<file path="src/rtl/disp_scheduler.sv">
// disp_scheduler
//   Display arbiter for the 8-digit seven-segment multiplexer. By default the
//   stopwatch owns the digits. ASCII bytes from the UART receiver are
//   assembled into an edit buffer. A carriage return commits that buffer as
//   the message, which then owns the display for HOLD_TICKS tick pulses.
//
//   Optional build macro: DISP_BLINK_EN. When it is defined, a displayed
//   message blinks with a half-period of BLINK_TICKS ticks.
//
// Ports:
//   clk         system clock
//   rst         synchronous, active-high reset
//   tick        one-clk pulse, nominally 1 ms
//   sw_bcd      stopwatch digits; nibble k drives digit k (digit 0 is rightmost)
//   sw_dp       stopwatch decimal points; bit k belongs to digit k
//   rx_valid    one-clk strobe qualifying rx_data
//   rx_data     received ASCII byte
//   dig0..dig7  digit codes {dp, value}; value 4'hF is blank
//   msg_active  high while the message owns the display

module disp_scheduler #(
    parameter int HOLD_TICKS  = 2000,
    parameter int TCW         = 16,
    parameter int BLINK_TICKS = 250
) (
    input  logic        clk,
    input  logic        rst,
    input  logic        tick,
    input  logic [31:0] sw_bcd,
    input  logic [7:0]  sw_dp,
    input  logic        rx_valid,
    input  logic [7:0]  rx_data,
    output logic [4:0]  dig0,
    output logic [4:0]  dig1,
    output logic [4:0]  dig2,
    output logic [4:0]  dig3,
    output logic [4:0]  dig4,
    output logic [4:0]  dig5,
    output logic [4:0]  dig6,
    output logic [4:0]  dig7,
    output logic        msg_active
);

    // Elaboration-time parameter sanity checks
    if (HOLD_TICKS < 1) begin : g_bad_hold
        $error("HOLD_TICKS must be at least 1");
    end
    if ((64'd1 << TCW) <= 64'(HOLD_TICKS)) begin : g_bad_tcw
        $error("TCW too narrow for HOLD_TICKS");
    end
    if (BLINK_TICKS < 1) begin : g_bad_blink
        $error("BLINK_TICKS must be at least 1");
    end

    localparam logic [4:0] BLANK = 5'h0F;

    typedef enum logic {
        SHOW_SW,
        SHOW_MSG
    } state_t;

    state_t           state, state_n;
    logic [4:0]       ebuf    [8];
    logic [4:0]       ebuf_n  [8];
    logic [4:0]       msg     [8];
    logic [4:0]       msg_n   [8];
    logic [4:0]       dig_q   [8];
    logic [4:0]       dig_n   [8];
    logic [TCW-1:0]   cnt, cnt_n;
    logic             show_n;

    // Received-byte classification
    logic is_digit, is_space, is_dot, is_esc, commit;

    always_comb begin
        is_digit = rx_valid && (rx_data >= 8'h30) && (rx_data <= 8'h39);
        is_space = rx_valid && (rx_data == 8'h20);
        is_dot   = rx_valid && (rx_data == 8'h2E);
        is_esc   = rx_valid && (rx_data == 8'h1B);
        commit   = rx_valid && (rx_data == 8'h0D);
    end

    // Edit buffer, message register, hold counter and next state
    always_comb begin
        state_n = state;
        cnt_n   = cnt;
        ebuf_n  = ebuf;
        msg_n   = msg;

        if (is_digit || is_space) begin
            for (int unsigned k = 1; k < 8; k++) begin
                ebuf_n[k] = ebuf[k-1];
            end
            ebuf_n[0] = is_digit ? {1'b0, rx_data[3:0]} : BLANK;
        end else if (is_dot) begin
            ebuf_n[0][4] = 1'b1;
        end else if (is_esc) begin
            for (int unsigned k = 0; k < 8; k++) begin
                ebuf_n[k] = BLANK;
            end
        end else if (commit) begin
            msg_n = ebuf;
            for (int unsigned k = 0; k < 8; k++) begin
                ebuf_n[k] = BLANK;
            end
            cnt_n   = TCW'(HOLD_TICKS);
            state_n = SHOW_MSG;
        end

        // A commit in the same cycle swallows the tick
        if (!commit && tick && (state == SHOW_MSG)) begin
            if (cnt == TCW'(1)) begin
                cnt_n   = '0;
                state_n = SHOW_SW;
            end else begin
                cnt_n = cnt - TCW'(1);
            end
        end
    end

`ifdef DISP_BLINK_EN
    localparam int BCW = (BLINK_TICKS > 1) ? $clog2(BLINK_TICKS) : 1;

    logic           phase, phase_n;   // 1 = visible
    logic [BCW-1:0] bcnt, bcnt_n;

    always_comb begin
        phase_n = phase;
        bcnt_n  = bcnt;
        if (commit) begin
            phase_n = 1'b1;
            bcnt_n  = '0;
        end else if (tick && (state == SHOW_MSG)) begin
            if (bcnt == BCW'(BLINK_TICKS - 1)) begin
                bcnt_n  = '0;
                phase_n = ~phase;
            end else begin
                bcnt_n = bcnt + BCW'(1);
            end
        end
        show_n = phase_n;
    end
`else
    always_comb begin
        show_n = 1'b1;
    end
`endif

    // Outputs are computed from the next state so msg_active and the
    // digits change on the same edge.
    always_comb begin
        for (int unsigned k = 0; k < 8; k++) begin
            if (state_n == SHOW_MSG) begin
                dig_n[k] = show_n ? msg_n[k] : BLANK;
            end else begin
                dig_n[k] = {sw_dp[k], sw_bcd[4*k +: 4]};
            end
        end
    end

    always_ff @(posedge clk) begin
        if (rst) begin
            state      <= SHOW_SW;
            cnt        <= '0;
            msg_active <= 1'b0;
            for (int unsigned k = 0; k < 8; k++) begin
                ebuf[k]  <= BLANK;
                msg[k]   <= BLANK;
                dig_q[k] <= BLANK;
            end
`ifdef DISP_BLINK_EN
            phase <= 1'b1;
            bcnt  <= '0;
`endif
        end else begin
            state      <= state_n;
            cnt        <= cnt_n;
            msg_active <= (state_n == SHOW_MSG);
            ebuf       <= ebuf_n;
            msg        <= msg_n;
            dig_q      <= dig_n;
`ifdef DISP_BLINK_EN
            phase <= phase_n;
            bcnt  <= bcnt_n;
`endif
        end
    end

    assign dig0 = dig_q[0];
    assign dig1 = dig_q[1];
    assign dig2 = dig_q[2];
    assign dig3 = dig_q[3];
    assign dig4 = dig_q[4];
    assign dig5 = dig_q[5];
    assign dig6 = dig_q[6];
    assign dig7 = dig_q[7];

endmodule
</file>
<file path="config.mk">
export PLATFORM = sky130hd
export DESIGN_NAME = disp_scheduler
export DESIGN_NICKNAME = d
export VERILOG_FILES = /design/src/rtl/disp_scheduler.sv
export SDC_FILE = /design/constraint.sdc
export NUM_CORES = 1
export LEC_CHECK = 0
export ABC_CLOCK_PERIOD_IN_PS = 1700
export CAP_MARGIN = 20
export CORE_ASPECT_RATIO = 1.1
export CORE_MARGIN = 2
export CORE_UTILIZATION = 40
export DETAILED_ROUTE_END_ITERATION = 6
export RECOVER_POWER = 25
export SLEW_MARGIN = 40
export SYNTH_ARGS = -nofsm -noshare
export SYNTH_HDL_FRONTEND = slang
export SYNTH_SLANG_ARGS = --single-unit
</file>
<file path="constraint.sdc">
create_clock -name clk -period 1.7 [get_ports clk]
set_clock_uncertainty 0.1 [all_clocks]
set_input_delay 0.255 -clock clk [delete_from_list [all_inputs] [get_ports clk]]
set_output_delay 0.255 -clock clk [all_outputs]
set_load 0.02 [all_outputs]
</file>
-- Word-level counts from Yosys, hierarchy flattened
Cells that the tools add are included.
- order comparisons: 2
- equal/unequal tests: 9
- $add $sub $neg: 1
- mux-type cells: 30
- reductions and logical operators: 15
- operator list (operator ; number):
    $mux 40 ; 7
    $mux 16 ; 6
    $mux 5 ; 8
    $mux 39 ; 1
    $eq 16x1->1 const B ; 1
    $eq 8x6->1 const B ; 2
    $sub 16x1->16 const B ; 1
    $eq 8x4->1 const B ; 1
    $eq 8x5->1 const B ; 1
    $ge 8x6->1 const B ; 1
    $le 8x6->1 const B ; 1
    $logic_and 1x1->1 ; 8
    $ne 2x1->1 const B ; 4
    $mux 1 ; 7
    $mux 4 ; 1
    $reduce_and 4->1 ; 1
    $reduce_bool 4->1 ; 1
    $reduce_bool 3->1 ; 1
    $reduce_and 2->1 ; 1
    $reduce_bool 2->1 ; 1
    $logic_not 1->1 ; 1
    $logic_or 1x1->1 ; 1
- flip-flop bits (word level): 137
- input port bits: 52
- output and inout port bits: 41
- word-level logic and storage cells: 84

-- Depth between registers and ports, before layout
- depth in word-level cells: 9
- mapped depth: 8
- mapped depth without buffers: 6

-- Worst setup path before layout
OpenSTA, ideal clock, no wires.
- kind: flip-flop to flip-flop
- start: register state
- end: register cnt[8]
- path slack: -0.144 ns
- path buffers: 2
- arrival time: 1.668 ns
- cell stages (with the launch flop): 7
- data required time: 1.524 ns
- library setup time: 0.076 ns
- clock period less this slack: 1.844 ns
- cells stage by stage: dfxtp_1 clkbuf_1 and2_1 buf_2 nand3_1 or4b_1 a31oi_1
- cells in the longest elaborated chain, start to end: 3
- elaborated cells on any way between the ends: 7
- those cells by class: eq/ne: 3; mux: 1; reduce/logical: 3
- ends and longest elaborated chain (what ; RTL line ; text):
    from (decl) ; 62 ; state_t state, state_n;
    from (signal assigned) ; 176 ; state <= state_n;
    $logic_and 1x1->1 (*) ; 111 ; if (!commit && tick && (state == SHOW_MSG)) begin
    $ne 2x1->1 (no source line) or $reduce_bool 2->1 (tied branches) ; - ;
    $reduce_and 4->1 (no source line) ; - ;
    to (signal assigned) ; 177 ; cnt <= cnt_n;
    to (decl) ; 69 ; logic [TCW-1:0] cnt, cnt_n;
Every way passes the cells marked *; elsewhere a longest branch is shown, timed or not.
A chain may end at the register's enable or synchronous reset.

-- Worst setup path after layout
- start: register cnt[1]
- end: register dig_q, in the netlist dig3[1]
- cells in the longest elaborated chain, start to end: 4
- ends and longest elaborated chain (what ; RTL line ; text):
    $eq 16x1->1 ; 112 ; if (cnt == TCW'(1)) begin
    $mux 1 ; 112 ;
    $mux 1 ; 111 ;
    $mux 5 ; 153 ; if (state_n == SHOW_MSG) begin
    to (signal assigned) ; 181 ; dig_q <= dig_n;
    to (decl) ; 67 ; logic [4:0] dig_q [8];
No other way between the ends.

==> qor.csv <==
metric,value,unit
status,"complete, but fails checks",
violations,negative setup slack,
grt_usage,0.2353,
yosys_warnings,0,
timing.rr.start,cnt[1]$_SDFFE_PP0P_,
synth_area_leaders,"dfxtp_1 (48%), nor3_1 (5.9%), nor2_1 (5.2%)",
yosys.area.top_type,dfxtp_1,
diodes,0,
insertion_delay,0.42,ns
reg2reg_to,dig3[1]$_SDFF_PP1_,
reg2regPathDepth,8,
cts-root-buf,clkbuf_16,
startpoint_type,register,
fin_ws,-0.2880,ns
crit_top_cell,buf_6,
grt_pass1_wl,28620,µm
htree_levels,4,
p_total,8.023,mW
drtPass1Iterations,5,
syn_nets,691,
place_congestion,0.8840,
holdPathEnd,ebuf[37]$_SDFFE_PP1P_,
synthFlopType,dfxtp_1,
power.leakage,3.295,nW
r2r_setup_slack,-0.29,ns
max_slew_margin,0.5830,
grt_antenna_before_repair,0,
hold_viol,0,
synth_cell_types,57,
synth_top_area_frac,0.4762,
hp-class,in2reg,
drive_gt1_frac,0.3154,
fp.dieW,118.4,µm
synthesis.instances,637,
p_per_area,860.0,mW/mm²
max_stage_delay,0.37,ns
clockBufferDepth,2,
num_io_pins,93,
fmax,0.5030,GHz
crit_path_end_kind,register,
rsz0062_at_grt,true,
synth_area,0.005759,mm²
wire_per_inst,18.80,µm
cts-buffers-inserted,17,
path_cells,inv_2 -> ha_4 -> nor4b_4 -> nand4_1 -> buf_6 -> buf_6 -> a2111oi_4 -> a211oi_1,
area_growth,61.98,%
grt.overflow.total,0,
cp.required,1.89,ns
die_y,129.9,µm
die_area,0.01538,mm²
cts_tree,yes,
grt_pass1_vias,5669,
setup_viol,57,
vdd_drop_max,0.0007773,V
coreArea,0.01427,mm²
drv_slew,0,
critPathBufInv,3,
period_needed,1.988,ns
worst_pin_slew,0.6256,ns
avgSynthCellArea,9.041,µm²
synth_seq_area_share,0.4762,
arrival,2.18,ns
dp_hpwl,10680,µm
ys_seq_elements,137,
timing.final.crit_share,1.169,
utilization,0.6536,
drt-initial-drc-count,477,
drtAntennaViolNets,0,
clkTransAtPathRegs,0.06,ns
cp_max_fo,8,
portBuffers,92,
synthArstFlopShare,0,
critPathKind,reg2reg,
cts.sinks,137,
worst_path_max_delay_cell,a2111oi_4,
fin_nets,859,
vias,5810,
num_rows,46,
drt-total-wl,18990,µm
min_path_cells,3,
drcViolationCount,0,
min_from,rx_data[2],
vias_per_cell,5.752,
synth-edff-count,0,
initial_core_util,0.4035,
drv_cap,0,
grt_max_degree,35,
critPathTopFamily,compound AO/OA/AOI/OAI gates,
-- power by group --
group	leakage [nW]	internal (mW)	switching, mW
clock network	0.317	2.65	1.47
logic	1.86	0.302	0.320
registers	1.12	3.27	0.0200
-- final cells by class --
cell class / instances / area (µm²)
clock inverters: 14 / 219.0
flip-flops and latches: 137 / 2753
well taps: 192 / 240.2
multi-input cells: 432 / 3543
repair buffers: 210 / 2106
clock buffers: 18 / 439.2
fillers: 1123 / 4945
inverters: 7 / 28.78
-- registers in the layout (all words and copies together) (netlist names) --
signal,count
cnt,16
dig0,5
dig1,5
dig2,5
dig3,5
dig4,5
dig5,5
dig6,5
dig7,5
ebuf,40
msg,40
state,1
-- cells in the final DEF, fill, tap and decap left out, types with 3 or more instances in the layout --
master / Yosys / routed
buf_4: 3 / 75
buf_16: 0 / 5
a21oi_2: 0 / 7
dlymetal6s2s_1: 0 / 3
a2111oi_2: 2 / 3
bufinv_16: 0 / 5
o21ai_0: 40 / 8
nor4_4: 1 / 4
a21oi_1: 18 / 11
clkbuf_1: 33 / 8
nor2_1: 80 / 78
inv_1: 7 / 5
or3b_4: 1 / 4
a22o_1: 8 / 8
a311oi_2: 8 / 8
nand3_1: 15 / 9
nand4b_1: 3 / 3
clkbuf_16: 0 / 21
clkinv_4: 0 / 3
a2111oi_4: 0 / 28
clkbuf_2: 2 / 3
nand4_1: 4 / 4
buf_8: 0 / 3
o22a_1: 31 / 31
nor3_1: 68 / 66
dfxtp_1: 137 / 129
buf_12: 0 / 10
a31oi_1: 6 / 6
dlygate4sd2_1: 0 / 33
nand3b_1: 3 / 3
buf_6: 3 / 22
a211oi_1: 35 / 32
dfxtp_2: 0 / 8
or4_4: 0 / 4
o21ai_1: 7 / 39
a211oi_2: 0 / 3
clkdlybuf4s50_1: 0 / 43
nand3_2: 1 / 5
nand2_1: 23 / 22
-- through the flow --
| stage | setup slack (ns) | TNS (ns) | std cells | hold slack, ns | area, µm² |
|---|---|---|---|---|---|
| final | -0.2880 | -9.056 | 1010 | 0.06234 | 9329 |
| after global placement | -0.7273 | -81.82 | 941 | 0.3486 | 7408 |
| after detailed placement | -0.7740 | -83.58 | 941 | 0.3528 | 7408 |
| after floorplan | -0.06800 | -4.907 | 637 | 0.2741 | 5838 |
| after global routing | -0.3695 | -13.40 | 1010 | 0.08383 | 9329 |
| after CTS | -0.2326 | -7.622 | 990 | 0.1158 | 8892 |
-- synth_stat cells (2+ instances only) --
library cell and number:
a211o_1 3, o21ai_0 40, buf_2 20, o22a_1 31
nor4bb_1 2, or3_1 2, nand3_1 15, a211oi_1 35
buf_4 3, o31ai_1 3, a21oi_1 18, a2111oi_0 30
inv_1 7, or4_1 4, nor2_1 80, nand4_1 4
a311oi_2 8, clkbuf_2 2, a31oi_1 6, dfxtp_1 137
a22o_1 8, clkbuf_1 33, buf_6 3, nor4_1 2
and3_1 2, nor3_1 68, nand2b_1 2, o2111ai_1 2
or2_2 3, nand4b_1 3, a2111oi_2 2, ha_1 2
or3b_2 2, o21ai_1 7, nand2_1 23, nor2_2 2
nand3b_1 3
-- cell families (layout without fill, tap and decap cells) --
group	count (synthesis)	count (layout)	synth area share
AO/OA/AOI/OAI	199	199	0.2603
adder cells (fa/ha/maj)	2	2	0.004344
buffers and inverters	69	249	0.05562
flip-flops	137	137	0.4762
AND/OR/NAND/NOR	230	231	0.2036
-- layer usage --
layer | wire, µm | part of all wire | global-route usage
met5 | 0 | 0 | 0
met4 | 404 | 0.021 | 0.1001
met3 | 950 | 0.050 | 0.05245
met2 | 9813 | 0.52 | 0.4169
met1 | 7818 | 0.41 | 0.2767
-- how the worst max path moves through the flow --
stage	from	endpoint	cells past startpoint
global placement	tick	dig1[0]$_SDFF_PP1_	6
CTS	cnt[1]$_SDFFE_PP0P_	dig5[0]$_SDFF_PP1_	9
finish	cnt[1]$_SDFFE_PP0P_	dig3[1]$_SDFF_PP1_	8
floorplan	rx_data[1]	msg[28]$_SDFF_PP1_	7
global route	cnt[1]$_SDFFE_PP0P_	dig3[1]$_SDFF_PP1_	8
detailed placement	tick	dig5[3]$_SDFF_PP1_	6
-- worst register-to-register path: stages, from the launching register on --
cell and delay, ns:
dfxtp_2 0.32, inv_2 0.07, ha_4 0.12, nor4b_4 0.27, nand4_1 0.15, buf_6 0.17
buf_6 0.18, a2111oi_4 0.37, a211oi_1 0.12
-- what timing repair did --
item / CTS / global route
gates resized for setup: 165 / 64
endpoints found under the setup margin: 166 / 119
setup buffers: 13 / 15
pin swaps: 45 / 31
hold buffers: 0 / 0
gates cloned: 6 / 5
No activity file was read; power rests on OpenSTA's default activity.
